--- config.mk ---
export PLATFORM = sky130hd
export DESIGN_NAME = fifo_rd_ctrl
export DESIGN_NICKNAME = d
export VERILOG_FILES = /design/src/rtl/fifo_rd_pkg.sv /design/src/rtl/fifo_rd_buf.sv /design/src/rtl/fifo_rd_ctrl.sv
export SDC_FILE = /design/constraint.sdc
export NUM_CORES = 1
export LEC_CHECK = 0
export CORE_ASPECT_RATIO = 1.4
export CORE_MARGIN = 5
export CORE_UTILIZATION = 53
export DETAILED_ROUTE_END_ITERATION = 10
export HOLD_SLACK_MARGIN = 0.15
export PLACE_DENSITY = 0.78
export SLEW_MARGIN = 20
export SYNTH_ARGS = -nofsm -noshare
export SYNTH_HDL_FRONTEND = slang
export SYNTH_SLANG_ARGS = --single-unit
--- constraint.sdc ---
create_clock -name clk -period 5.3 [get_ports clk]
set_clock_uncertainty 0.2 [all_clocks]
set_input_delay 0.53 -clock clk [delete_from_list [all_inputs] [get_ports clk]]
set_output_delay 0.53 -clock clk [all_outputs]
set_load 0.02 [all_outputs]
--- src/rtl/fifo_rd_pkg.sv ---
// Shared defaults and types for the FIFO read-side master.
// Optional statistics counters are enabled with FIFO_RD_CTRL_STATS_EN.
package fifo_rd_pkg;

  localparam int unsigned DATA_W_DEF    = 8;
  localparam int unsigned BUF_DEPTH_DEF = 4;

  typedef logic [DATA_W_DEF-1:0] data_t;

  localparam int unsigned XFER_CNT_W  = 32;
  localparam int unsigned STALL_CNT_W = 16;

endpackage

--- src/rtl/fifo_rd_buf.sv ---
// Circular output buffer for fifo_rd_ctrl: wrap-around pointers, occupancy count,
// and zeroed read data whenever the buffer is empty.
module fifo_rd_buf
  import fifo_rd_pkg::*;
#(
  parameter int unsigned DATA_W = DATA_W_DEF,
  parameter int unsigned DEPTH  = BUF_DEPTH_DEF,
  localparam int unsigned PtrW  = $clog2(DEPTH),
  localparam int unsigned OccW  = PtrW + 1
) (
  input  logic              clk,
  input  logic              rst_n,
  input  logic              push_i,
  input  logic [DATA_W-1:0] push_data_i,
  input  logic              pop_i,
  output logic [DATA_W-1:0] pop_data_o,
  output logic [OccW-1:0]   count_o
);

  logic [DATA_W-1:0] mem_q [DEPTH];
  logic [PtrW-1:0]   wr_ptr_q, rd_ptr_q;
  logic [OccW-1:0]   occ_q, occ_d;

  always_comb begin
    occ_d = occ_q;
    case ({push_i, pop_i})
      2'b10:   occ_d = occ_q + OccW'(1);
      2'b01:   occ_d = occ_q - OccW'(1);
      default: occ_d = occ_q;
    endcase
  end

  always_ff @(posedge clk or negedge rst_n) begin
    if (!rst_n) begin
      wr_ptr_q <= '0;
      rd_ptr_q <= '0;
      occ_q    <= '0;
    end else begin
      if (push_i) wr_ptr_q <= wr_ptr_q + PtrW'(1);
      if (pop_i)  rd_ptr_q <= rd_ptr_q + PtrW'(1);
      occ_q <= occ_d;
    end
  end

  // Storage carries no reset; the read port is gated by occupancy instead.
  always_ff @(posedge clk) begin
    if (push_i) mem_q[wr_ptr_q] <= push_data_i;
  end

  assign pop_data_o = (occ_q != '0) ? mem_q[rd_ptr_q] : '0;
  assign count_o    = occ_q;

  // The credit check upstream makes a capture into a full buffer impossible.
  push_into_full_a: assert property (@(posedge clk) disable iff (!rst_n)
    !(push_i && (occ_q == OccW'(DEPTH))));

endmodule

--- src/rtl/fifo_rd_ctrl.sv ---
// Read-side master: pops the synchronous FIFO under credit control and streams words out.
// Defining FIFO_RD_CTRL_STATS_EN adds transfer and stall counters.
module fifo_rd_ctrl
  import fifo_rd_pkg::*;
#(
  parameter int unsigned DATA_W    = DATA_W_DEF,
  parameter int unsigned BUF_DEPTH = BUF_DEPTH_DEF
) (
  input  logic              clk,
  input  logic              rst_n,
  input  logic              en,
  input  logic              fifo_empty,
  output logic              fifo_rd,
  input  logic [DATA_W-1:0] fifo_dout,
  output logic              m_valid,
  output logic [DATA_W-1:0] m_data,
  input  logic              m_ready,
  output logic              busy
`ifdef FIFO_RD_CTRL_STATS_EN
  ,
  output logic [XFER_CNT_W-1:0]  xfer_cnt,
  output logic [STALL_CNT_W-1:0] stall_cnt
`endif
);

  localparam int unsigned OccW    = $clog2(BUF_DEPTH) + 1;
  localparam int unsigned CreditW = OccW + 1;

  logic               active_q;
  logic               inflight_q;
  logic [OccW-1:0]    occ;
  logic [CreditW-1:0] credit;
  logic               xfer;

  // Words already buffered plus the one still on its way from the FIFO.
  assign credit  = {1'b0, occ} + CreditW'(inflight_q);
  assign fifo_rd = active_q & en & ~fifo_empty & (credit < CreditW'(BUF_DEPTH));

  assign m_valid = (occ != '0);
  assign xfer    = m_valid & m_ready;
  assign busy    = m_valid | inflight_q;

  always_ff @(posedge clk or negedge rst_n) begin
    if (!rst_n) begin
      active_q   <= 1'b0;
      inflight_q <= 1'b0;
    end else begin
      active_q   <= 1'b1;
      inflight_q <= fifo_rd;
    end
  end

  fifo_rd_buf #(
    .DATA_W (DATA_W),
    .DEPTH  (BUF_DEPTH)
  ) u_buf (
    .clk         (clk),
    .rst_n       (rst_n),
    .push_i      (inflight_q),
    .push_data_i (fifo_dout),
    .pop_i       (xfer),
    .pop_data_o  (m_data),
    .count_o     (occ)
  );

`ifdef FIFO_RD_CTRL_STATS_EN
  logic [XFER_CNT_W-1:0]  xfer_cnt_q;
  logic [STALL_CNT_W-1:0] stall_cnt_q;

  always_ff @(posedge clk or negedge rst_n) begin
    if (!rst_n) begin
      xfer_cnt_q  <= '0;
      stall_cnt_q <= '0;
    end else begin
      if (xfer) xfer_cnt_q <= xfer_cnt_q + XFER_CNT_W'(1);
      if (m_valid && !m_ready && (stall_cnt_q != '1)) begin
        stall_cnt_q <= stall_cnt_q + STALL_CNT_W'(1);
      end
    end
  end

  assign xfer_cnt  = xfer_cnt_q;
  assign stall_cnt = stall_cnt_q;
`endif

endmodule

==> out/metrics.cfg, run 1 <==
[outcome]
status=finished, final reports clean

[critical_path]
critical-path-top-delay-family=flip-flops
cp-end-kind=output pin
crit_fanout=10
cpPeakStageDelay_ns=0.71
worst_path_max_delay_cell=dfrtp_1
crit_path_start_kind=flop
crit_arrival_ns=2.29
critPathBufInv=1
worstPathCellList=mux4_2, and2_1, clkdlybuf4s50_1
crit_type=flop to output pin
required_ns=4.57

[finish]
antenna_cells=0
fin_nets=140
layout_commonest_cell=edfxtp_1
final_cell_mix=edfxtp_1 (32), clkdlybuf4s50_1 (23), and2_1 (12)
fin_cells=161
fin_area_sq_mm=0.00204
drive_above_1_share=0.131
syn_to_final_growth_pct=20.4

[timing]
finalCritPeriodShare=0.570
rsz0062_at_grt=no
worst_pin_slew_ns=0.583
relSlewSlack=0.612
fin_crit_ns=3.02
fmax_mhz=331
setup_violations=0
hold_violations=0
holdWs_ns=0.303
drv_slew=0
tns_ns=0

[clocking]
root_buffer=clkbuf_8
cts.path.max_buffers=2
htreeDepth=2
cts_tree=done
cts.sinks=41
post_cts_resized=0
hold_buffers=0
post_cts_buffers=0
cts_inserted_buffers=5
worstSkewPairLatency_ns=0.28
clkTransAtPathRegs_ns=0.07

[routing]
wirelength_microns=2700
viasPerCell=5.16
ant_nets=0
drc=0
vias=831
dr.pass1.iters=4
drtIter0Drc=17
wl_per_cell_microns=16.8

[synthesis]
synth_cells=95
ys.warnings.count=0
synth_top_cell_area_share=0.568
synth_top_cell_by_area=edfxtp_1
ys_seq_area_frac=0.701
syn_avg_cell_area_sq_um=17.8
ys_ff_latch=41
yosysUniqueCellTypes=23
syn-cell-area_sq_mm=0.00169
synth_area_leaders=edfxtp_1 (57%), dfrtp_1 (13%), mux4_2 (11%)
syn-num-nets=114

[floorplanning]
start_util=0.547
die_h_microns=76.8
ios=24
core_sq_mm=0.00309
die_w_microns=57.7
die-area_sq_mm=0.00444
rows=24

[flow_run]
cap_violations=0

[grt]
grt_pass1_vias=902
track_usage=0.140
grt_pass1_wl_microns=4440
grt_overflow=0
grt_max_degree=13
antenna_found_initial=0

[placement]
gp_congestion=0.751
hpwl_microns=1970
dpl_cell_area_sq_mm=0.00195
io_buffers=23
dp_cells=153

[power]
ir_worst_vdd_uv=375
p_per_area_mw_per_mm2=492
p_leak_nw=0.739

[min_path]
hp-class=flop to flop

## worst register-to-register path: stages, from the launching register on
cell	delay, ns
dfrtp_1	0.42
or3_1	0.56
and2_4	0.24
ha_1	0.21
inv_1	0.07
fa_1	0.17
xor2_1	0.16
nor2_1	0.07
xor2_1	0.14
## final cells by class
class                   count  area [sq um]
well taps                  39          48.8
repair buffers             23           230
flip-flops and latches     41          1190
inverters                   6          22.5
clock inverters             2          8.76
fillers                   233          1060
multi-input cells          44           458
clock buffers               6          82.6
## through the flow
stage | setup slack, ns | utilization | total power [W]
global route | 2.15 | 0.659 | 0.00106
finish | 2.28 | 0.659 | 0.00100
floorplan | 3.28 | - | 0.000680
CTS | 2.24 | 0.659 | 0.00101
global placement | 2.58 | 0.629 | 0.000798
detailed placement | 2.55 | 0.629 | 0.000814
## cells by family after synthesis
family                   count (synthesis)  synth area share
adder cells (fa/ha/maj)                  6            0.0488
flip-flops                              41             0.701
XOR/XNOR                                 6            0.0311
multiplexers                             9             0.112
AO/OA/AOI/OAI                            2           0.00666
buffers and inverters                   10            0.0281
other                                    1           0.00222
AND/OR/NAND/NOR                         20            0.0695
## final timing paths
check	from	to	slack, ns	cells after the start
setup / recovery	u_buf.rd_ptr_q[0]	m_data[7]	2.28	3
hold / removal	u_buf.count_o[2]	u_buf.count_o[2]	0.30	1
setup reg to reg	u_buf.count_o[0]	u_buf.count_o[2]	2.95	8
hold reg to reg	u_buf.count_o[2]	u_buf.count_o[2]	0.30	1
max in group asynchronous	rst_n	u_buf.count_o[0]	4.28	1
min in group asynchronous	rst_n	u_buf.rd_ptr_q[0]	0.33	1
## state kept, by name, summed over array words and instances, names as in the netlist
register and flops:
u_buf.wr_ptr_q 2, inflight_q 1, u_buf.rd_ptr_q 2, active_q 1, u_buf.mem_q 32, u_buf.count_o 3
## where the power goes
group	switching, W	internal [W]
registers	0.0000592	0.000386
clock network	0.0000963	0.000103
logic	0.000156	0.000201
total	0.000311	0.000690
## cell usage after synthesis
library cell and number:
o21ai_0 1, nor2_1 2, or3_1 1, a31oi_1 1, xnor2_1 2, xor2_1 4, and2_1 12, mux2i_1 1
nand2_1 1, dfrtp_1 9, clkbuf_2 1, fa_1 1, edfxtp_1 32, mux4_2 8, and2_4 1, buf_6 1
ha_1 5, buf_2 1, inv_1 6, clkbuf_1 1, conb_1 1, nand3_1 2, nand2b_1 1
## routing by layer
layer	up-vias	part of all wire	GRT usage
li1	392	-	-
met2	17	0.57	0.233
met4	0	0.024	0.0696
met1	416	0.37	0.156
met3	6	0.042	0.0454
met5	-	0	0
No activity file was read; power rests on OpenSTA's default activity.
==> run 2, diff against run 1 <==
--- a/config.mk
+++ b/config.mk
@@ -7,10 +7,10 @@
 export LEC_CHECK = 0
 export CORE_ASPECT_RATIO = 1.4
 export CORE_MARGIN = 5
-export CORE_UTILIZATION = 53
+export CORE_UTILIZATION = 48
 export DETAILED_ROUTE_END_ITERATION = 10
 export HOLD_SLACK_MARGIN = 0.15
-export PLACE_DENSITY = 0.78
+export PLACE_DENSITY = 0.74
 export SLEW_MARGIN = 20
 export SYNTH_ARGS = -nofsm -noshare
 export SYNTH_HDL_FRONTEND = slang
==> constraint.sdc (replaced) <==
create_clock -name clk -period 2.45 [get_ports clk]
set_clock_uncertainty 0.2 [all_clocks]
set_input_delay 0.245 -clock clk [delete_from_list [all_inputs] [get_ports clk]]
set_output_delay 0.245 -clock clk [all_outputs]
set_load 0.02 [all_outputs]
==> out/metrics.cfg, run 2 (synthesized netlist as in run 1, its figures left out) <==
[grt]
grt_pass1_wl_microns=4660  ; +5.0%
grt_max_degree=13  ; unchanged
grt_pass1_vias=941  ; +4.3%
grt_overflow=0  ; unchanged
track_usage=0.140  ; +0.000642
antenna_found_initial=0  ; unchanged

[timing]
setup_violations=0  ; unchanged
drv_slew=0  ; unchanged
tns_ns=0  ; unchanged
hold_violations=0  ; unchanged
fin_crit_ns=2.29
finalCritPeriodShare=0.936
rsz0062_at_grt=no
fmax_mhz=436

[clocking]
cts.sinks=41  ; unchanged
root_buffer=clkbuf_8
worstSkewPairLatency_ns=0.29  ; about the same
clkTransAtPathRegs_ns=0.08  ; about the same
cts_inserted_buffers=5  ; unchanged
htreeDepth=2  ; unchanged
cts_tree=done
cts.path.max_buffers=2  ; unchanged

[critical_path]
rrSetupSlack_ns=0.33  ; -2.62 ns
crit_fanout=10  ; unchanged
worstPathCellList=or3_1, buf_4, clkdlybuf4s50_1
crit_type=flop to output pin
worst_path_max_delay_cell=clkdlybuf4s50_1
critical-path-top-delay-family=buffers and inverters
critPathBufInv=2  ; +1
cpPeakStageDelay_ns=0.54  ; -0.17 ns
crit_arrival_ns=1.85  ; -0.44 ns
cp-end-kind=output pin
required_ns=2.01  ; -2.56 ns
crit_path_start_kind=flop

[floorplanning]
die_w_microns=60.2  ; +4.2%
rows=25  ; +4.2%
start_util=0.501  ; -0.0462
die-area_sq_mm=0.00483  ; +8.8%
ios=24  ; unchanged
core_sq_mm=0.00338  ; +9.2%
die_h_microns=80.2  ; +4.4%

[finish]
fin_area_sq_mm=0.00208  ; +2.1%
layout_commonest_cell=edfxtp_1
largest_register=u_buf.mem_q
drive_above_1_share=0.143  ; +0.0117
utilization=0.616  ; -0.0430
syn_to_final_growth_pct=22.9
largest_reg_flops=32  ; unchanged
antenna_cells=0  ; unchanged
final_cell_mix=edfxtp_1 (32), clkdlybuf4s50_1 (15), and2_1 (12)
fin_cells=166  ; +3.1%
fin_nets=144  ; +2.9%

[routing]
wl_per_cell_microns=16.6  ; -1.3%
viasPerCell=5.07  ; -1.7%
drc=0  ; unchanged
dr.pass1.iters=2  ; -2
vias=842  ; +1.3%
ant_nets=0  ; unchanged
drtIter0Drc=15  ; -2
wirelength_microns=2750  ; +1.8%

[power]
fin_total_pwr_w=0.00223  ; +120%
p_leak_nw=0.784  ; +6.1%
ir_worst_vdd_uv=657  ; +75%
p_per_area_mw_per_mm2=1070  ; +120%

[placement]
gp_congestion=0.756  ; +0.75%
dpl_cell_area_sq_mm=0.00197  ; +1.2%
hpwl_microns=2020  ; +2.2%
dp_cells=157  ; +2.6%
io_buffers=23  ; unchanged

[flow_run]
cap_violations=0  ; unchanged

[outcome]
status=finished, final reports clean

[min_path]
hp-class=flop to flop

==> run 2: cell types whose count changed in the layout (fill, tap and decap cells not counted), sizes merged <==
| cell | change |
|---|---|
| clkinv | -1 |
| buf | +3 |
| dlygate4sd2 | +7 |
| clkdlybuf4s50 | -8 |
| dlygate4sd3 | +1 |
| bufinv | +1 |
| dlymetal6s2s | +1 |
==> run 2: area by class of cell <==
type                    instances  area (sq um)
well taps                      40          50.0
inverters                       6          22.5
fillers                       274          1300
clock inverters                 2          33.8
clock buffers                   6          72.6
multi-input cells              44           458
repair buffers                 27           256
flip-flops and latches         41          1190
==> run 2: power breakdown <==
| part | total [W] | switching [W] | leakage [nW] | internal (W) |
|---|---|---|---|---|
| Combinational | 0.000790 | 0.000380 | 0.335 | 0.000410 |
| Clock | 0.000513 | 0.000212 | 0.0528 | 0.000300 |
| Sequential | 0.000923 | 0.0000884 | 0.396 | 0.000835 |
==> run 2: repair_timing <==
| item | CTS | global route |
|---|---|---|
| endpoints found under the hold margin | 9 | 0 |
| setup endpoints to repair | 7 | 1 |
| hold buffers | 1 | 0 |
| gates resized for setup | 7 | 1 |
| buffers inserted | 0 | 0 |
==> run 2: layer usage <==
layer	vias up	track usage	part of all wire
li1	401	-	-
met1	413	0.150	0.37
met5	-	0	0
met2	22	0.238	0.56
met3	6	0.0466	0.052
met4	0	0.0732	0.022
==> run 2: worst paths after layout <==
path,from,to,cells past startpoint
setup / recovery,u_buf.count_o[0],m_valid,3
max in group asynchronous,rst_n,u_buf.count_o[0],2
hold reg to reg,u_buf.count_o[2],u_buf.count_o[2],1
min in group asynchronous,rst_n,u_buf.rd_ptr_q[1],2
setup reg to reg,u_buf.count_o[0],u_buf.count_o[2],8
hold / removal,u_buf.count_o[2],u_buf.count_o[2],1
==> run 2: through the flow <==
stage | hold slack (ns) | setup slack [ns]
final | 0.310 | 0.157
after floorplan | -0.251 | 0.430
after detailed placement | 0.305 | 0.252
after global placement | 0.289 | 0.290
after global routing | 0.334 | 0.0790
after CTS | 0.303 | 0.00104
==> edit 1: new RTL, config.mk and constraints of run 2 <==
The option `FIFO_RD_CTRL_STATS_EN` is turned on by a define.
--- a/src/rtl/fifo_rd_ctrl.sv
+++ b/src/rtl/fifo_rd_ctrl.sv
@@ -1,5 +1,7 @@
 // Read-side master: pops the synchronous FIFO under credit control and streams words out.
 // Defining FIFO_RD_CTRL_STATS_EN adds transfer and stall counters.
+`define FIFO_RD_CTRL_STATS_EN
+
 module fifo_rd_ctrl
   import fifo_rd_pkg::*;
 #(
Function (old outputs only; new: stall_cnt and xfer_cnt): kept (equiv_simple and equiv_induct, registers matched by name and starting in step).
==> edit 1 against run 2 <==
  * Register-to-register slack got worse by 130 ps
  * Count of clock-buffer cells in the layout grew 8
  * Cell area is 140% higher
  * Via count grew to 3.0 times the old value
  * Sequential cell count grew 48
  * Synthesized area increased by 130%
  * Final cell count rose to 3.0 times the old value
  * Largest cell class unchanged
  * Critical path depth increased by 1
  * Highest routed layer unchanged
  * Power grew 97%
  * Critical endpoint is now m_data[3]
  * Setup slack got worse by 46 ps
  * Worst hold slack lost 99 ps
  * Routed wire length increased to 2.8 times the old value
==> edit 1: results (changes against run 2) <==
hold crit path type: in2async (was reg2reg)
first-pass GRT wire length: 12700 µm (was 4660 µm)
initial drt markers: 90 (was 15)
Register-to-Register Path Depth: 6 (was 8)
GRT Overall Usage: 0.166 (was 0.140)
worst vdd ir: 772 µV (was 657 µV)
Buffers on Ports: 71 (was 23)
top cells by area, synth: dfrtp_1, edfxtp_1, xnor2_1, mux4_2, xor2_1 (was edfxtp_1, dfrtp_1, mux4_2, and2_1, ha_1)
cell count after synthesis: 296 (was 95)
Synth top cells by count: dfrtp_1, edfxtp_1, xnor2_1 (was edfxtp_1, and2_1, dfrtp_1)
post-synthesis sequential area ratio: 0.616 (was 0.701)
layout cell share with drive strength beyond 1: 0.103 (was 0.143)
flop-to-flop setup slack: 200 ps (was 330 ps)
Static Leak: 2.10 nW (was 0.784 nW)
# placed instances: 472 (was 157)
via count: 2551 (was 842)
Pint: 2.95 mW (was 1.54 mW)
met1 usage: 0.200 (was 0.150)
hold slack final: 212 ps (was 310 ps)
syn_nets: 317 (was 114)
status: finished, final reports clean (unchanged)
worst r2r dst: xfer_cnt[30] (was u_buf.count_o[2])
grt met3 use: 0.0402 (was 0.0466)
DRT Pass-1 Iters: 4 (was 2)
H-tree depth: 3 (was 2)
Placement Setup Slack: 13.3 ps (was 252 ps)
worst reg2reg startpoint: xfer_cnt[1] (was u_buf.count_o[0])
Final nets: 406 (was 144)
post-placement cell area: 4790 µm² (was 1970 µm²)
[edit 1: cell count changes after synthesis, sizes merged, moves of 8 or more]
cell   delta
nor2     +16
xnor2    +30
xor2     +16
nor2b     +8
nand2    +22
nor3      +8
dfrtp    +48
nand4    +16
and3      +9
nand3    +11
[edit 1: layer usage]
layer	vias up	part of all wire
met5	-	0
met4	0	0.014
met3	8	0.049
met2	58	0.53
met1	1273	0.41
li1	1212	-
[edit 1: final cells by class]
type,count,area [µm²]
Inverter,12,45.0
Multi-Input combinational cell,188,1410
Timing Repair Buffer,85,828
Clock buffer,14,184
Tap cell,100,125
Clock inverter,2,10.0
Sequential cell,89,2390
Fill cell,618,2800
[edit 1: cells by family (layout without fill, tap and decap cells)]
kind of cell	Yosys count	count (layout)	share of synthesized area
other	1	1	0.000967
adders and majority gates	8	8	0.0278
xor gates and xnor gates	52	52	0.117
and+or+nand+nor	113	113	0.158
DFF	89	89	0.616
muxes	10	10	0.0520
AOI/OAI and AO/OA	4	4	0.00807
buffers and inverters	19	113	0.0194
[edit 1: how the worst max path moves through the flow]
stage	start	to	slack (ps)	cells after the start
5_1_grt	u_buf.count_o[0]	busy	0.9	4
4_1_cts	u_buf.rd_ptr_q[0]	m_data[3]	80	4
2_1_floorplan	xfer_cnt[0]	xfer_cnt[30]	120	7
6_report	u_buf.rd_ptr_q[0]	m_data[3]	110	4
3_5_place_dp	m_ready	xfer_cnt[30]	10	6
3_3_place_gp	m_ready	xfer_cnt[30]	70	6
[edit 1: what timing repair did]
item / CTS / global route
setup buffers: 1 / 0
hold buffers: 1 / 0
endpoints found under the hold margin: 57 / 0
endpoints found under the setup margin: 8 / 0
resized for setup: 8 / 0
[edit 1: worst max-delay path, stage by stage, from the launching register on]
cell	delay, ps
dfrtp_1	400
buf_12	150
mux4_2	500
nor2b_1	160
dlygate4sd2_1	320
[edit 1: power by group through the flow]
stage          logic [mW]  registers [mW]  clock network [mW]
6_report             1.46            1.96               0.981
5_1_grt              1.60            2.00                1.06
4_1_cts              1.49            1.96                1.00
3_5_place_dp         1.52            1.99                   0
3_3_place_gp         1.50            1.98                   0
2_1_floorplan       0.761            2.04                   0
==> edit 2: new RTL, config.mk and constraints of run 2 <==
Made on the original files. Set the package constant `DATA_W_DEF` to 9 (it was 8).
--- a/src/rtl/fifo_rd_pkg.sv
+++ b/src/rtl/fifo_rd_pkg.sv
@@ -2,7 +2,7 @@
 // Optional statistics counters are enabled with FIFO_RD_CTRL_STATS_EN.
 package fifo_rd_pkg;
 
-  localparam int unsigned DATA_W_DEF    = 8;
+  localparam int unsigned DATA_W_DEF    = 9;
   localparam int unsigned BUF_DEPTH_DEF = 4;
 
   typedef logic [DATA_W_DEF-1:0] data_t;
Interface: changed (resized fifo_dout and m_data); port bits go from 24 to 26. No check against the original RTL was run, so the function may have changed too.
==> edit 2 against run 2 <==
  * Synthesized cell count up 6.3%
  * Synthesized area up 8.9%
  * Routed wire length is 9.3% higher
  * Cell area increased by 7.2%
  * Sequential cell count is 4 higher
  * Power increased by 2.1%
  * Setup slack worse by 29 ps
==> edit 2: results (changes against run 2) <==
initial drt markers: 27 (was 15)
layout cell share with drive strength beyond 1: 0.134 (was 0.143)
hold path startpoint: en (was u_buf.count_o[2])
RePlAce Congestion: 0.755 (was 0.756)
wl on met1: 1150 µm (was 1010 µm)
worst vdd ir: 658 µV (was 657 µV)
Top Layer Used: met4 (unchanged)
top cells by area, synth: edfxtp_1, dfrtp_1, mux4_2, and2_1, ha_1 (unchanged)
max FFs per register: 36 (was 32)
Final nets: 153 (was 144)
post-synthesis sequential area ratio: 0.709 (was 0.701)
Pint: 1.54 mW (about the same)
DRT Pass-1 Iters: 4 (was 2)
vias in the first global route: 1063 (was 941)
count of cell types in the netlist: 22 (was 23)
largest net degree at the start of global routing: 15 (was 13)
Async SR Flop Fraction: 0.200 (was 0.220)
maximum fanout along the worst path: 11 (was 10)
Synth top cells by count: edfxtp_1, and2_1, dfrtp_1 (unchanged)
Post-synth EDFFs: 36 (was 32)
Routed Wire Length: 3010 µm (was 2750 µm)
syn_nets: 121 (was 114)
status: finished, final reports clean (unchanged)
Static Leak: 0.816 nW (was 0.784 nW)
Worst Hold Path Cells: 3 (was 1)
CP max stage delay: 540 ps (about the same)
post-synth top area share: 0.587 (was 0.568)
post-placement cell area: 2140 µm² (was 1970 µm²)
vias per cell: 5.35 (was 5.07)
DR WL met3: 148 µm (was 143 µm)
GRT Overall Usage: 0.126 (was 0.140)
DP Wirelength: 2210 µm (was 2020 µm)
met2 wire length: 1670 µm (was 1530 µm)
hold crit path type: in2reg (was reg2reg)
## edit 2: cell types whose count changed after synthesis
cell	change
and2_1	+2
buf_2	+1
mux4_1	+1
clkbuf_2	-1
and2_4	-1
edfxtp_1	+4
## edit 2: final timing paths
check	endpoint	slack, ps
max	m_valid	130
min reg2reg	u_buf.count_o[2]	310
max reg2reg	u_buf.count_o[2]	280
min	inflight_q	300
min in group asynchronous	u_buf.count_o[0]	580
max in group asynchronous	u_buf.rd_ptr_q[0]	1190
## edit 2: critical path: cells and delay by family (launching register included)
kind | cells | cell delay, ps
flip-flops | 1 | 420
buffers and inverters | 2 | 740
AND/OR/NAND/NOR | 1 | 430
## edit 2: cells by family after synthesis
family                     share of synthesized area
AOI/OAI and AO/OA                            0.00611
other                                        0.00204
and+or+nand+nor                               0.0659
muxes                                          0.118
xor gates and xnor gates                      0.0285
adders and majority gates                     0.0448
buffers and inverters                         0.0258
DFF                                            0.709
## edit 2: cell type report
| type | count | area (µm²) |
|---|---|---|
| repair buffers | 29 | 272 |
| flip-flops and latches | 45 | 1310 |
| clock inverters | 2 | 15.0 |
| well taps | 42 | 52.6 |
| multi-input cells | 46 | 488 |
| inverters | 6 | 22.5 |
| fillers | 280 | 1450 |
| clock buffers | 6 | 72.6 |
## edit 2: routing by layer
metal,vias to the layer above,track usage
met5,-,0
met4,0,0.0347
met3,6,0.0419
met2,25,0.222
met1,479,0.144
li1,432,-
## edit 2: stage by stage
stage | power [mW] | setup WS (ps) | cells
3_3_place_gp | 1.93 | 287 | 167
2_1_floorplan | 1.59 | 404 | 101
3_5_place_dp | 1.95 | 238 | 167
4_1_cts | 2.31 | 122 | 176
6_report | 2.27 | 129 | 176
5_1_grt | 2.43 | 62.3 | 176
## edit 2: power groups by stage
stage	clock network [mW]	registers (mW)	logic (mW)
2_1_floorplan	0	0.970	0.618
3_3_place_gp	0	1.02	0.910
5_1_grt	0.484	1.02	0.927
3_5_place_dp	0	1.02	0.934
4_1_cts	0.442	1.00	0.865
6_report	0.430	1.00	0.841
## edit 2: timing repair
action	4_1_cts	5_1_grt
hold buffers	1	0
endpoints found under the setup margin	9	0
resized for setup	9	0
buffers inserted	0	0
endpoints found under the hold margin	9	0
